**src/rtl/lsu_pkg.sv**
```systemverilog
// Shared types for the load/store unit: access size encodings, FSM states,
// the latched request payload and the alignment check.
package lsu_pkg;

    localparam int unsigned DATA_W = 32;
    localparam int unsigned OFFS_W = 2;

    typedef enum logic [1:0] {
        SZ_B   = 2'b00,
        SZ_H   = 2'b01,
        SZ_W   = 2'b10,
        SZ_RSV = 2'b11
    } size_e;

    typedef enum logic [1:0] {
        ST_IDLE   = 2'd0,
        ST_ACCESS = 2'd1,
        ST_WRITE  = 2'd2,
        ST_RESP   = 2'd3
    } state_e;

    // Request fields held for the duration of one transaction.
    typedef struct packed {
        logic              we;
        size_e             size;
        logic              is_unsigned;
        logic [OFFS_W-1:0] offs;
        logic [DATA_W-1:0] wdata;
    } req_t;

    // True for the reserved size and for halves/words not on their natural boundary.
    function automatic logic misaligned(input size_e size, input logic [OFFS_W-1:0] offs);
        logic bad;
        bad = 1'b0;
        case (size)
            SZ_B:    bad = 1'b0;
            SZ_H:    bad = offs[0];
            SZ_W:    bad = (offs != 2'b00);
            default: bad = 1'b1;
        endcase
        return bad;
    endfunction

endpackage

```
**src/rtl/lsu_lane_align.sv**
```systemverilog
// Combinational lane steering for the load/store unit.
//   i_size, i_offs     access size and byte offset within the word
//   i_unsigned         zero-extend (1) or sign-extend (0) loads
//   i_word             word read from data memory
//   i_wdata            right-justified store data
//   o_extract_data     selected lane, extended to 32 bits
//   o_merge_data       i_word with the store lane replaced (word size: i_wdata)
module lsu_lane_align
    import lsu_pkg::*;
(
    input  size_e              i_size,
    input  logic [OFFS_W-1:0]  i_offs,
    input  logic               i_unsigned,
    input  logic [DATA_W-1:0]  i_word,
    input  logic [DATA_W-1:0]  i_wdata,
    output logic [DATA_W-1:0]  o_extract_data,
    output logic [DATA_W-1:0]  o_merge_data
);

    logic [7:0]  w_byte;
    logic [15:0] w_half;

    // Little-endian lane extraction and extension.
    always_comb begin
        w_byte         = i_word[{i_offs, 3'b000} +: 8];
        w_half         = i_word[{i_offs[1], 4'b0000} +: 16];
        o_extract_data = i_word;
        case (i_size)
            SZ_B: o_extract_data = i_unsigned ? {24'h0, w_byte}
                                              : {{24{w_byte[7]}}, w_byte};
            SZ_H: o_extract_data = i_unsigned ? {16'h0, w_half}
                                              : {{16{w_half[15]}}, w_half};
            default: o_extract_data = i_word;
        endcase
    end

    // Read-modify-write merge; untouched bytes keep the memory value.
    always_comb begin
        o_merge_data = i_word;
        case (i_size)
            SZ_B:    o_merge_data[{i_offs, 3'b000} +: 8]     = i_wdata[7:0];
            SZ_H:    o_merge_data[{i_offs[1], 4'b0000} +: 16] = i_wdata[15:0];
            default: o_merge_data = i_wdata;
        endcase
    end

endmodule

```
**src/rtl/load_store_unit.sv**
```systemverilog
// Memory-stage front end: byte/half/word loads and stores against a
// word-only data memory, one request in flight at a time.
//   clk, rst                  clock, async active-high reset
//   req_*                     request channel from execute (valid/ready)
//   resp_*                    response channel to writeback (valid/ready)
//   dm_addr/dm_mw/dm_wdata    word address, write enable, write word to memory
//   dm_rdata                  combinational read word from memory
module load_store_unit
    import lsu_pkg::*;
#(
    parameter int unsigned ADDR_W = 16
)
(
    input  logic                clk,
    input  logic                rst,
    input  logic                req_valid,
    output logic                req_ready,
    input  logic                req_we,
    input  logic [1:0]          req_size,
    input  logic                req_unsigned,
    input  logic [ADDR_W-1:0]   req_addr,
    input  logic [DATA_W-1:0]   req_wdata,
    output logic                resp_valid,
    input  logic                resp_ready,
    output logic [DATA_W-1:0]   resp_rdata,
    output logic                resp_err,
    output logic [ADDR_W-3:0]   dm_addr,
    output logic                dm_mw,
    output logic [DATA_W-1:0]   dm_wdata,
    input  logic [DATA_W-1:0]   dm_rdata
);

    localparam int unsigned WADDR_W = ADDR_W - 2;

    state_e               r_state;
    state_e               w_next_state;
    req_t                 r_req;
    logic [WADDR_W-1:0]   r_dm_addr;
    logic [DATA_W-1:0]    r_merge;
    logic [DATA_W-1:0]    r_rdata;
    logic                 r_err;

    logic                 w_accept;
    logic                 w_err;
    logic                 w_store_word;
    logic [DATA_W-1:0]    w_extract;
    logic [DATA_W-1:0]    w_merge;

    assign w_accept     = req_valid & req_ready;
    assign w_err        = misaligned(r_req.size, r_req.offs);
    assign w_store_word = r_req.we & (r_req.size == SZ_W) & ~w_err;

    lsu_lane_align u_lane_align (
        .i_size         (r_req.size),
        .i_offs         (r_req.offs),
        .i_unsigned     (r_req.is_unsigned),
        .i_word         (dm_rdata),
        .i_wdata        (r_req.wdata),
        .o_extract_data (w_extract),
        .o_merge_data   (w_merge)
    );

    // State register.
    always_ff @(posedge clk or posedge rst) begin
        if (rst) r_state <= ST_IDLE;
        else     r_state <= w_next_state;
    end

    // Next-state logic; errors, loads and word stores skip WRITE.
    always_comb begin
        w_next_state = r_state;
        case (r_state)
            ST_IDLE:   if (w_accept) w_next_state = ST_ACCESS;
            ST_ACCESS: begin
                if (w_err || !r_req.we || r_req.size == SZ_W) w_next_state = ST_RESP;
                else                                          w_next_state = ST_WRITE;
            end
            ST_WRITE:  w_next_state = ST_RESP;
            ST_RESP:   if (resp_ready) w_next_state = ST_IDLE;
            default:   w_next_state = ST_IDLE;
        endcase
    end

    // Request latch and response/merge registers.
    always_ff @(posedge clk or posedge rst) begin
        if (rst) begin
            r_req     <= '0;
            r_dm_addr <= '0;
            r_merge   <= '0;
            r_rdata   <= '0;
            r_err     <= 1'b0;
        end else begin
            if (w_accept) begin
                r_req.we          <= req_we;
                r_req.size        <= size_e'(req_size);
                r_req.is_unsigned <= req_unsigned;
                r_req.offs        <= req_addr[1:0];
                r_req.wdata       <= req_wdata;
                r_dm_addr         <= req_addr[ADDR_W-1:2];
                r_rdata           <= '0;
                r_err             <= 1'b0;
            end
            if (r_state == ST_ACCESS) begin
                r_err   <= w_err;
                r_rdata <= (!w_err && !r_req.we) ? w_extract : '0;
                r_merge <= w_merge;
            end
        end
    end

    // State-decoded outputs; dm_mw falls with the state on reset.
    always_comb begin
        req_ready  = 1'b0;
        resp_valid = 1'b0;
        dm_mw      = 1'b0;
        dm_wdata   = '0;
        case (r_state)
            ST_IDLE:   req_ready = 1'b1;
            ST_ACCESS: if (w_store_word) begin
                dm_mw    = 1'b1;
                dm_wdata = r_req.wdata;
            end
            ST_WRITE: begin
                dm_mw    = 1'b1;
                dm_wdata = r_merge;
            end
            ST_RESP:   resp_valid = 1'b1;
            default:   req_ready = 1'b0;
        endcase
    end

    assign dm_addr    = r_dm_addr;
    assign resp_rdata = r_rdata;
    assign resp_err   = r_err;

endmodule

```
**config.mk**
```make
export PLATFORM = sky130hd
export DESIGN_NAME = load_store_unit
export DESIGN_NICKNAME = d
export VERILOG_FILES = /design/src/rtl/lsu_pkg.sv /design/src/rtl/lsu_lane_align.sv /design/src/rtl/load_store_unit.sv
export SDC_FILE = /design/constraint.sdc
export NUM_CORES = 1
export LEC_CHECK = 0
export ABC_CLOCK_PERIOD_IN_PS = 7900
export CAP_MARGIN = 20
export CORE_MARGIN = 4
export CORE_UTILIZATION = 40
export DETAILED_ROUTE_END_ITERATION = 8
export GPL_ROUTABILITY_DRIVEN = 0
export MAX_ROUTING_LAYER = met4
export PLACE_DENSITY_LB_ADDON = 0.1
export SLEW_MARGIN = 20
export SYNTH_ARGS = -nofsm -noshare
export SYNTH_HDL_FRONTEND = slang
export SYNTH_SLANG_ARGS = --single-unit
```
**constraint.sdc**
```tcl
create_clock -name clk -period 7.9 [get_ports clk]
set_input_delay 1.58 -clock clk [delete_from_list [all_inputs] [get_ports clk]]
set_output_delay 1.58 -clock clk [all_outputs]
set_load 0.005 [all_outputs]
```
==> impl_metrics.json, run 1 <==
{
  "outcome": "finished, final reports clean",
  "arrival_ps": 3090,
  "vdd_drop_max_mv": 0.240,
  "maxCapViolations": 0,
  "synth.avg_cell_area_um2": 10.3,
  "crit_fanout": 69,
  "fp.dieH_um": 136,
  "timing.slew.headroom_pct": 36.1,
  "synth_compound_area_share_pct": 20.8,
  "cp-start-kind": "flop",
  "required_ps": 6320,
  "synth_cells": 640,
  "cts.reportedPaths.clkPinSlew_ps": 50,
  "cts_buffer_depth": 2,
  "io_pins": 170,
  "synthTopCellsByArea": "dfrtp_1, mux2_2, a22oi_1",
  "synth-xor-area-share_pct": 0,
  "cts_hold_buf": 0,
  "drt-initial-drc-count": 507,
  "grt_max_degree": 70,
  "criticalPathCategory": "reg2out",
  "pwr-share-clk_pct": 19.9,
  "crit_chain": "inv_1 > ha_2 > buf_4 > nand3_1 > nor2_2 > buf_4 > a22oi_1 > nor2b_1 > clkdlybuf4s50_1",
  "drcViolationCount": 0,
  "ctsHtreeMaxLevel": 4,
  "p_comb_share_pct": 47.9,
  "drt_pass1_iterations": 6,
  "num_antenna_cells": 0,
  "root_buffer": "clkbuf_16",
  "fmax_ghz": 0.214,
  "dr_total_vias": 5712,
  "worstPathBufferInverterCount": 4,
  "seq_power_share_pct": 32.2,
  "yosys_warnings": 0,
  "cts_resized": 0,
  "dpl_cell_area_um2": 8350,
  "finalHoldViolations": 0,
  "max_stage_delay_ps": 520,
  "tritoncts": "yes",
  "p_per_area_nw_per_um2": 419,
  "core_area_um2": 16000,
  "post_layout_nonfiller_instances": 1009,
  "p_int_mw": 2.32,
  "core.rowCount": 46,
  "detail_route.wl_per_cell_um": 20.3,
  "grt_usage_pct": 23.2,
  "synthAdderAreaFrac_pct": 1.71,
  "period_share_pct": 59.1,
  "period_needed_ps": 4670,
  "overflow": 0,
  "ys_types": 49,
  "fin_skew_ps": 7.50,
  "synthMuxAreaShare_pct": 11.1,
  "drtAntennaViolNets": 0,
  "synth_seq_cells": 119,
  "start_util_pct": 41.0,
  "clk-insertion-delay-late_ps": 410,
  "yosysTopAreaCellShare_pct": 45.4,
  "drt_wl_total_um": 20500,
  "dp.cells": 981,
  "antenna_found_initial": 0,
  "holdWs_ps": 474,
  "leakagePower_nw": 3.58,
  "fin_tns_setup_ps": 0,
  "areaGrowthSynthToFinish_pct": 36.0,
  "worstMarginPinSlew_ps": 958,
  "fin_area_um2": 8930,
  "dp_hpwl_um": 14700,
  "ys_seq_area_share_pct": 45.4,
  "yosys.area_share.simple_pct": 16.2,
  "drv_slew": 0,
  "synth_nets": 737,
  "cp_slowest_cell": "buf_4",
  "rsz0062_at_grt": "false",
  "p_switching_mw": 1.42,
  "end_kind": "output pin",
  "nets": 881,
  "yosys.area.top_type": "dfrtp_1",
  "port_buffers": 169,
  "drive_gt1_share_pct": 13.9,
  "finalSetupViolations": 0,
  "post_cts.repair.setup_buffers": 0,
  "avgViaCountPerCell": 5.66,
  "first_global_vias": 5746,
  "hp-class": "reg2reg",
  "cts_buffers": 17,
  "cts_sinks": 119,
  "syn_area_um2": 6570,
  "critPathMostFrequentCell": "buf_4",
  "fp.dieW_um": 136,
  "synth_top_family_by_area": "compound AO/OA/AOI/OAI gates",
  "critical-path-top-delay-family": "buffers and inverters",
  "die_area_um2": 18500,
  "switching_share_pct": 38.1,
  "grt_pass1_wl_um": 32300
}
-- worst paths after layout --
path,from,end,slack (ps),cells after the start
worst max-delay path,r_state[1]$_DFFE_PP0P_,dm_wdata[14],3230,9
worst min-delay path,resp_rdata[6]$_DFFE_PP0P_,resp_rdata[6]$_DFFE_PP0P_,470,2
worst max register to register,r_req[32]$_DFFE_PP0P_,resp_rdata[29]$_DFFE_PP0P_,5130,6
worst min register to register,resp_rdata[6]$_DFFE_PP0P_,resp_rdata[6]$_DFFE_PP0P_,470,2
max in group asynchronous,rst,r_merge[6]$_DFFE_PP0P_,4930,3
min in group asynchronous,rst,dm_addr[0]$_DFFE_PP0P_,1640,2
-- power by group through the flow --
stage	Combinational [mW]	Sequential, mW	Clock, mW
2_1_floorplan	1.23	1.09	0
3_3_place_gp	1.75	1.20	0
3_5_place_dp	1.79	1.21	0
4_1_cts	1.80	1.20	0.759
5_1_grt	1.97	1.25	0.787
6_report	1.79	1.21	0.743
-- cells by family (layout without fill, tap and decap cells) --
kind of cell	Yosys count	count (layout)
AOI/OAI and AO/OA	177	177
adders and majority gates	9	9
buffers and inverters	69	222
DFF	119	119
muxes	60	60
and+or+nand+nor	206	206
-- synthesized netlist by cell type (all sizes together) --
cell type,count
dfrtp,119
nand2,59
mux2,55
nor2,50
nor2b,50
a22oi,45
a21oi,35
buf,33
a221o,32
clkbuf,20
nand3,19
inv,16
o22a,16
ha,9
o21ai,9
o31ai,9
a41oi,8
or3,8
a22o,7
nand2b,7
mux4,4
a31oi,3
nand3b,3
o22ai,3
a222oi,2
and3,2
nor4b,2
nor4bb,2
o32ai,2
a21boi,1
a221oi,1
a2bb2oi,1
a311o,1
mux2i,1
nand4b,1
nor3b,1
nor4,1
o211ai,1
o21a,1
or2,1
-- flip-flops by register name, indices dropped and copies added (netlist names) --
name / cells
r_merge: 32
r_state: 2
resp_err: 1
resp_rdata: 32
r_req: 38
dm_addr: 14
-- worst min-delay path, stage by stage (launching register included) --
cell,delay (ps)
dfrtp_1,340
nand2_1,50
o31ai_1,50
-- layer usage --
metal  track usage (%)  routed length, µm  vias to the layer above
met2              34.9               9640                      249
met5                 -                  0                        -
met4              6.55                380                        0
met1              31.3               9010                     2797
li1                  -                  -                     2637
met3              5.85               1480                       29
-- cell type report --
| cell class | count | area [µm²] |
|---|---|---|
| clock buffers | 26 | 529 |
| clock inverters | 2 | 37.5 |
| fillers | 1436 | 7070 |
| inverters | 16 | 62.6 |
| multi-input cells | 452 | 3290 |
| flip-flops and latches | 119 | 2980 |
| well taps | 216 | 270 |
| repair buffers | 178 | 1760 |
-- placed cells by master, fill, tap and decap left out, types with 2 or more instances in the layout --
| cell type | count |
|---|---|
| nand3_1 | 19 |
| clkbuf_1 | 2 |
| buf_4 | 9 |
| and3_1 | 2 |
| o32ai_1 | 2 |
| nand2b_1 | 7 |
| a22o_1 | 7 |
| nand3b_1 | 3 |
| mux2_2 | 55 |
| o21ai_4 | 2 |
| a22oi_1 | 45 |
| a41oi_1 | 8 |
| nor2b_1 | 49 |
| a31oi_1 | 3 |
| nor2_1 | 47 |
| nand2_1 | 58 |
| a222oi_1 | 2 |
| o22ai_1 | 3 |
| o22a_1 | 16 |
| inv_1 | 14 |
| ha_1 | 8 |
| dfrtp_1 | 119 |
| nor2_2 | 3 |
| clkbuf_16 | 17 |
| a21oi_1 | 34 |
| clkbuf_8 | 7 |
| a221o_1 | 32 |
| o31ai_1 | 9 |
| clkdlybuf4s50_1 | 169 |
| or3_1 | 8 |
| o21ai_0 | 7 |
| mux4_2 | 4 |
-- per-stage QoR --
stage               power (mW)  util, %  setup slack [ps]
global route              4.01     55.8              2960
detailed placement        3.00     52.2              3680
CTS                       3.76     55.7              3220
floorplan                 2.32        -              3160
finish                    3.74     55.8              3230
global placement          2.95     52.2              3710
Note: power is estimated with default switching activity, not from simulation.
==> run 2: changes to the inputs <==
ABC_CLOCK_PERIOD_IN_PS = 4300   (was 7900)
clock period = 4.3 ns   (was 7.9 ns; I/O delays follow)
==> run 2 against run 1 <==
  * Register-to-register slack worse by 3600 ps
  * Non-clock buffer count is 3 higher
  * Clock power is 78% higher
  * Worst setup slack worse by 2800 ps
  * Die area stayed put
  * Routed wire length is 2.8% higher
  * Global-route usage is 0.56 points higher
  * Combinational power is 89% higher
  * Worst hold slack better by 1.2 ps
  * Cell area is 0.15% higher
  * Cell count is 0.40% higher
  * Sequential share of layout area is 0.051 points lower
  * Critical endpoint is now dm_wdata[29]
==> impl_metrics.json, run 2 (synthesized netlist as in run 1, its figures left out) <==
{
  "dp_hpwl_um": 15100,
  "grt_max_degree": 69,
  "cp-start-kind": "flop",
  "leakagePower_nw": 3.59,
  "outcome": "finished, final reports clean",
  "switching_share_pct": 38.8,
  "layout_commonest_cell": "clkdlybuf4s50_1",
  "fin_area_um2": 8940,
  "grt_pass1_wl_um": 32800,
  "fp.dieW_um": 136,
  "core_area_um2": 16000,
  "timing.slew.headroom_pct": 37.0,
  "fin_tns_setup_ps": 0,
  "p_switching_mw": 2.68,
  "cts_resized": 0,
  "period_needed_ps": 3830,
  "first_global_vias": 5844,
  "cts_buffers": 17,
  "cts_buffer_depth": 2,
  "r2r_cells": 6,
  "crit_fanout": 33,
  "grt_usage_pct": 23.8,
  "core.rowCount": 46,
  "crit_start": "r_req[32]$_DFFE_PP0P_",
  "finalHoldViolations": 0,
  "drtAntennaViolNets": 0,
  "seq_power_share_pct": 31.9,
  "reg2reg_to": "resp_rdata[28]$_DFFE_PP0P_",
  "fp.dieH_um": 136,
  "required_ps": 3440,
  "maxCapViolations": 0,
  "r2r_start": "r_state[1]$_DFFE_PP0P_",
  "detail_route.wl_per_cell_um": 20.8,
  "p_int_mw": 4.23,
  "final_cell_mix": "clkdlybuf4s50_1, dfrtp_1, nand2_1",
  "fillers": 1392,
  "arrival_ps": 2970,
  "p_per_area_nw_per_um2": 772,
  "end_kind": "output pin",
  "max_stage_delay_ps": 610,
  "endpoint": "dm_wdata[29]",
  "post_cts.repair.setup_buffers": 0,
  "drt_pass1_iterations": 5,
  "die_area_um2": 18500,
  "p_comb_share_pct": 49.0,
  "cts_hold_buf": 0,
  "vdd_drop_max_mv": 0.442,
  "drt_wl_total_um": 21100,
  "ctsHtreeMaxLevel": 4,
  "cts.reportedPaths.clkPinSlew_ps": 50,
  "largest_reg_flops": 38,
  "dpl_cell_area_um2": 8390,
  "areaGrowthSynthToFinish_pct": 36.2,
  "criticalPathCategory": "reg2out",
  "regArea_um2": 2980,
  "dr_total_vias": 5815,
  "drv_slew": 0,
  "port_buffers": 169,
  "io_pins": 170,
  "drive_gt1_share_pct": 14.2,
  "drcViolationCount": 0,
  "period_share_pct": 89.0,
  "cts_sinks": 119,
  "cp_slowest_cell": "dfrtp_1",
  "nets": 884,
  "fmax_ghz": 0.261,
  "multi_input_area_um2": 3290,
  "overflow": 0,
  "pwr-share-clk_pct": 19.1,
  "avgViaCountPerCell": 5.74,
  "worstMarginPinSlew_ps": 945,
  "clk-insertion-delay-late_ps": 410,
  "root_buffer": "clkbuf_16",
  "crit_chain": "inv_1 > ha_1 > nand3_1 > nor2_2 > buf_4 > a22oi_1 > nor2b_1 > clkdlybuf4s50_1",
  "drt-initial-drc-count": 417,
  "rsz0062_at_grt": "false",
  "antenna_found_initial": 0,
  "num_antenna_cells": 0,
  "start_util_pct": 41.0,
  "ff2ff_setup_slack_ps": 1540,
  "hp-class": "reg2reg",
  "finalSetupViolations": 0,
  "largest_register": "r_req",
  "tritoncts": "yes",
  "fin_skew_ps": 7.60
}
-- run 2: critical path: cells and delay by family (launching register included) --
family                     cells  cell delay, ps
AOI/OAI and AO/OA              1             120
adders and majority gates      1             290
buffers and inverters          3            1090
DFF                            1             610
and+or+nand+nor                3             430
-- run 2: routing by layer --
layer | vias up | GRT usage (%) | wire length, µm
met5 | - | - | 0
met4 | 0 | 8.51 | 552
met3 | 33 | 5.29 | 1440
met2 | 258 | 35.5 | 9710
met1 | 2870 | 32.0 | 9390
li1 | 2654 | - | -
-- run 2: cell type report --
type / instances / area share (%)
repair buffers: 181 / 20.1
inverters: 16 / 0.700
multi-input cells: 452 / 36.8
flip-flops and latches: 119 / 33.3
well taps: 216 / 3.02
clock inverters: 2 / 0.140
clock buffers: 27 / 5.96
-- run 2: through the flow --
step | hold slack [ps] | utilization (%) | setup WS [ps] | power, mW | cells
final | 475 | 55.9 | 472 | 6.90 | 1013
after global routing | 516 | 55.9 | 232 | 7.36 | 1013
after CTS | 485 | 55.8 | 445 | 6.91 | 1013
after detailed placement | 473 | 52.4 | 903 | 5.56 | 984
after global placement | 467 | 52.4 | 1030 | 5.47 | 984
after floorplan | 470 | - | 283 | 4.26 | 640
-- run 2: how the worst min path moves through the flow --
stage	cells after the start	slack, ps	start	end
final	2	480	resp_rdata[0]$_DFFE_PP0P_	resp_rdata[0]$_DFFE_PP0P_
after global routing	1	520	r_merge[19]$_DFFE_PP0P_	r_merge[19]$_DFFE_PP0P_
after CTS	2	490	resp_rdata[0]$_DFFE_PP0P_	resp_rdata[0]$_DFFE_PP0P_
after detailed placement	2	470	resp_rdata[0]$_DFFE_PP0P_	resp_rdata[0]$_DFFE_PP0P_
after global placement	2	470	resp_err$_DFFE_PP0P_	resp_err$_DFFE_PP0P_
after floorplan	2	470	resp_err$_DFFE_PP0P_	resp_err$_DFFE_PP0P_
-- run 2: power by group through the flow --
stage | logic, mW | registers, mW | clock network, mW
finish | 3.38 | 2.20 | 1.32
global route | 3.71 | 2.26 | 1.38
global placement | 3.30 | 2.18 | 0
floorplan | 2.26 | 2.00 | 0
CTS | 3.38 | 2.19 | 1.33
detailed placement | 3.35 | 2.20 | 0
